[config.mk]
export PLATFORM = sky130hd
export DESIGN_NAME = fifo_array_loader
export DESIGN_NICKNAME = d
export VERILOG_FILES = /design/src/rtl/fifo_array_loader.sv
export SDC_FILE = /design/constraint.sdc
export NUM_CORES = 1
export LEC_CHECK = 0
export BUFFER_PORTS_ARGS = -buffer_cell sky130_fd_sc_hd__buf_2
export CAP_MARGIN = 25
export CORE_MARGIN = 5
export CORE_UTILIZATION = 35
export CTS_CLUSTER_SIZE = 16
export DETAILED_ROUTE_END_ITERATION = 8
export SLEW_MARGIN = 10
export SYNTH_ARGS = -nofsm -noshare
export SYNTH_HDL_FRONTEND = slang
export SYNTH_SLANG_ARGS = --single-unit
[constraint.sdc]
create_clock -name clk -period 2.4 [get_ports clk]
set_input_delay 0 -clock clk [delete_from_list [all_inputs] [get_ports clk]]
set_output_delay 0 -clock clk [all_outputs]
set_load 0.02 [all_outputs]
[src/rtl/fifo_array_loader.sv]
// fifo_array_loader: round-robin write sequencer feeding one tile into the systolic array's FIFO lanes
module fifo_array_loader #(
  parameter int data_size  = 8,
  parameter int array_size = 9,
  parameter int col_w      = 8
) (
  input  logic                  clk,
  input  logic                  rst_n,
  input  logic                  start,
  input  logic [col_w-1:0]      cols,
  input  logic                  s_valid,
  input  logic [data_size-1:0]  s_data,
  output logic                  s_ready,
  input  logic [array_size-1:0] full,
  output logic [array_size-1:0] w_en,
  output logic [data_size-1:0]  in_bus,
  output logic                  clear,
  output logic                  busy,
  output logic                  done
);
  localparam int lw = $clog2(array_size);
  typedef enum logic [2:0] {IDLE, CLEAR, LOAD, FLUSH, DONE} state_t;
  state_t state, nxt;
  logic [col_w-1:0] cols_q, col;
  logic [lw-1:0] lane;
  logic acc, last_lane, last_col;
  assign s_ready   = (state == LOAD) & ~full[lane];
  assign acc       = s_valid & s_ready;
  assign last_lane = lane == lw'(array_size - 1);
  assign last_col  = col == cols_q - col_w'(1);
  assign busy      = state != IDLE;
  always_comb begin
    nxt = state;
    case (state)
      IDLE:  nxt = start ? CLEAR : IDLE;
      CLEAR: nxt = (cols_q == '0) ? DONE : LOAD;
      LOAD:  nxt = (acc & last_lane & last_col) ? FLUSH : LOAD;
      FLUSH: nxt = DONE;
      default: nxt = IDLE;
    endcase
  end
  // clear and done are registered decodes of the state being entered
  always_ff @(posedge clk or negedge rst_n) begin
    if (!rst_n) begin
      state  <= IDLE;
      cols_q <= '0;
      col    <= '0;
      lane   <= '0;
      w_en   <= '0;
      in_bus <= '0;
      clear  <= 1'b0;
      done   <= 1'b0;
    end else begin
      state <= nxt;
      clear <= nxt == CLEAR;
      done  <= nxt == DONE;
      w_en  <= acc ? array_size'(1) << lane : '0;
      if (acc) in_bus <= s_data;
      if (state == IDLE && start) begin
        cols_q <= cols;
        col    <= '0;
        lane   <= '0;
      end else if (acc) begin
        lane <= last_lane ? '0 : lane + lw'(1);
        col  <= last_lane ? col + col_w'(1) : col;
      end
    end
  end
endmodule

==> impl_metrics.py <==
metrics = {
    "min_path": {
        "hp-class": "input port to async pin",
    },
    "yosys": {
        "yosysTopAreaCellShare": 0.485,
        "avgSynthCellArea_um2": 11.0,
        "syn_inst": 198,
        "synth_edf_count": 0,
        "ys_ff_latch": 42,
        "synth-async-reset-ratio": 1.00,
        "yosysSeqAreaShare": 0.485,
        "post-synth-top-count-cell": "dfrtp_1",
        "yosys-top-cells-count": "dfrtp_1, nand2_1, nor2_1",
        "ys.flop_type": "dfrtp_1",
        "netlist_area_mm2": 0.00217,
        "synth_top_area_cell": "dfrtp_1",
        "ys_warn_count": 0,
        "syn_nets": 236,
        "ys_top_cells_by_area": "dfrtp_1, ha_1, nand2_1",
        "synth.distinct_cells": 46,
    },
    "layout": {
        "syn2layout_area_growth_pct": 29.6,
        "multi_input_area_mm2": 0.00103,
        "diodes": 0,
        "regArea_mm2": 0.00105,
        "layout-drive-gt1-share": 0.302,
        "layout.nets": 305,
        "nFillCells": 587,
        "utilization": 0.472,
    },
    "timing": {
        "tightest_slew_ns": 0.771,
        "rsz0062_at_grt": "no",
        "finalSetupViolations": 0,
        "slew_viol_final": 0,
        "finalCritPeriodShare": 0.907,
        "min_period_ns": 2.18,
        "maxSlewHeadroom": 0.486,
        "fmax_ghz": 0.459,
        "skew_ns": 0.00646,
        "fin_tns_setup_ns": 0,
        "hold_slack_ns": 0.0710,
        "hold_viol": 0,
    },
    "power_and_ir_drop": {
        "internal-power_uw": 1830,
        "clkPwrFrac": 0.231,
        "p_per_area_mw_per_mm2": 1030,
        "p_comb_frac": 0.394,
        "ir_worst_vdd_v": 0.000488,
        "swShare": 0.367,
        "power.leakage_uw": 0.00140,
        "switchingPower_uw": 1060,
        "p_seq_frac": 0.375,
    },
    "die": {
        "die_area_mm2": 0.00787,
        "die_w_um": 88.7,
        "initial_core_util": 0.364,
        "ios": 50,
        "die_height_um": 88.7,
        "placementRows": 28,
        "core_area_mm2": 0.00596,
    },
    "clock_tree": {
        "postCtsResizedCells": 0,
        "clk_latency_ns": 0.30,
        "clk_pin_slew_ns": 0.08,
        "post_cts_buffers": 0,
        "clock_sinks": 42,
        "clk_path_buf_depth": 2,
        "hold_buffers": 17,
        "cts_tree": "built",
        "h-tree-depth": 2,
        "cts-root-buf": "clkbuf_8",
        "cts_made_buffers": 5,
    },
    "placement": {
        "port_buffers": 49,
        "gp_congestion": 0.759,
        "hpwl_um": 3090,
    },
    "grt": {
        "antenna_found_initial": 0,
        "grt_pass1_vias": 1656,
        "grt_pass1_wl_um": 7580,
        "grt_max_degree": 43,
        "track_usage": 0.125,
        "grt.overflow.total": 0,
    },
    "worst_setup_path": {
        "worst-setup-path-type": "flip-flop to flip-flop",
        "cp-end-kind": "flip-flop",
        "worstPathMaxFanout": 14,
        "worstPathRequired_ns": 2.59,
        "cp.arrival_ns": 2.37,
        "start_kind": "flip-flop",
    },
    "flow_run": {
        "maxCapViolCount": 0,
    },
    "route": {
        "first_pass_iters": 4,
        "vias_per_cell": 4.87,
        "drt_iter0_markers": 109,
        "drc": 0,
        "postRouteWirelength_um": 4430,
        "wire_per_inst_um": 12.9,
        "drtAntennaViolNets": 0,
        "vias": 1670,
    },
    "status": {
        "status": "complete, no violations",
    },
}
==> cell usage in the layout (no fill, tap or decap), types with 2 or more instances in the layout <==
master and n:
dlygate4sd3_1 17, xor2_1 9, nor3b_1 2, xnor2_1 9, and3_1 9, o21ai_0 6
mux2_2 4, dfrtp_1 42, nor4b_2 2, buf_2 49, o211ai_1 2, nand4_1 6
nand3_1 2, nand2b_1 2, nor2_1 12, inv_1 8, bufinv_16 2, nand2_1 27
and2_1 2, a31o_2 2, nor2b_1 2, a31oi_1 2, or4_1 2, mux2_4 5
ha_1 9, mux2i_1 2, nor3_1 3, clkbuf_8 5, buf_4 4
==> final timing paths <==
kind | start | to | depth (start not counted) | slack, ns
max | lane[0]$_DFFE_PN0P_ | in_bus[3]$_DFFE_PN0P_ | 4 | 0.22
min | rst_n | clear$_DFF_PN0_ | 2 | 0.07
max reg2reg | lane[0]$_DFFE_PN0P_ | in_bus[3]$_DFFE_PN0P_ | 4 | 0.22
min reg2reg | in_bus[5]$_DFFE_PN0P_ | in_bus[5]$_DFFE_PN0P_ | 1 | 0.51
max in group asynchronous | rst_n | state[1]$_DFF_PN0_ | 3 | 1.90
min in group clk | start | state[0]$_DFF_PN0_ | 4 | 0.12
==> stage by stage <==
step                      instances  total power (uW)  worst slack [ns]  cell area (um2)
final                           343              2890             0.223             2810
after global routing            343              3110             0.121             2810
after CTS                       342              2920             0.195             2790
after detailed placement        317              2220             0.208             2480
after global placement          317              2200             0.226             2480
after floorplan                 198              1920             0.522             2170
==> state kept, by name, indices dropped and copies added (netlist names) <==
register	cells
lane	4
state	3
in_bus	8
w_en	9
clear	1
cols_q	8
done	1
col	8
==> area by class of cell <==
type	instances	share of cell area
inverters	8	0.0107
multi-input cells	139	0.367
repair buffers	71	0.166
well taps	75	0.0334
clock buffers	5	0.0245
flip-flops and latches	42	0.374
clock inverters	3	0.0245
==> routing by layer <==
layer	routed length, um	vias to the layer above	track usage
met4	103	0	0.0577
met1	1960	802	0.158
met5	0	-	0
met2	2120	37	0.201
li1	-	823	-
met3	246	8	0.0307
==> power by group through the flow <==
stage | Clock, uW | Sequential, uW | Combinational (uW)
floorplan | 0 | 1140 | 773
global placement | 0 | 1100 | 1110
detailed placement | 0 | 1090 | 1130
CTS | 692 | 1080 | 1150
global route | 726 | 1120 | 1260
finish | 667 | 1080 | 1140
==> cells by family after synthesis <==
family          after synthesis  synth area share
simple gates                 80             0.206
flops                        42             0.485
compound gates               20            0.0704
xor+xnor                     18            0.0727
buf+inv                      17            0.0392
mux                          12            0.0750
fa+ha+maj                     9            0.0519
==> critical path, cell delays in order (launching register included) <==
cell and delay, ns:
dfrtp_1 0.51, mux4_2 0.40, nor2_2 0.05, o31ai_4 0.69
mux2_2 0.41
Power figures use the tool's default switching activity.
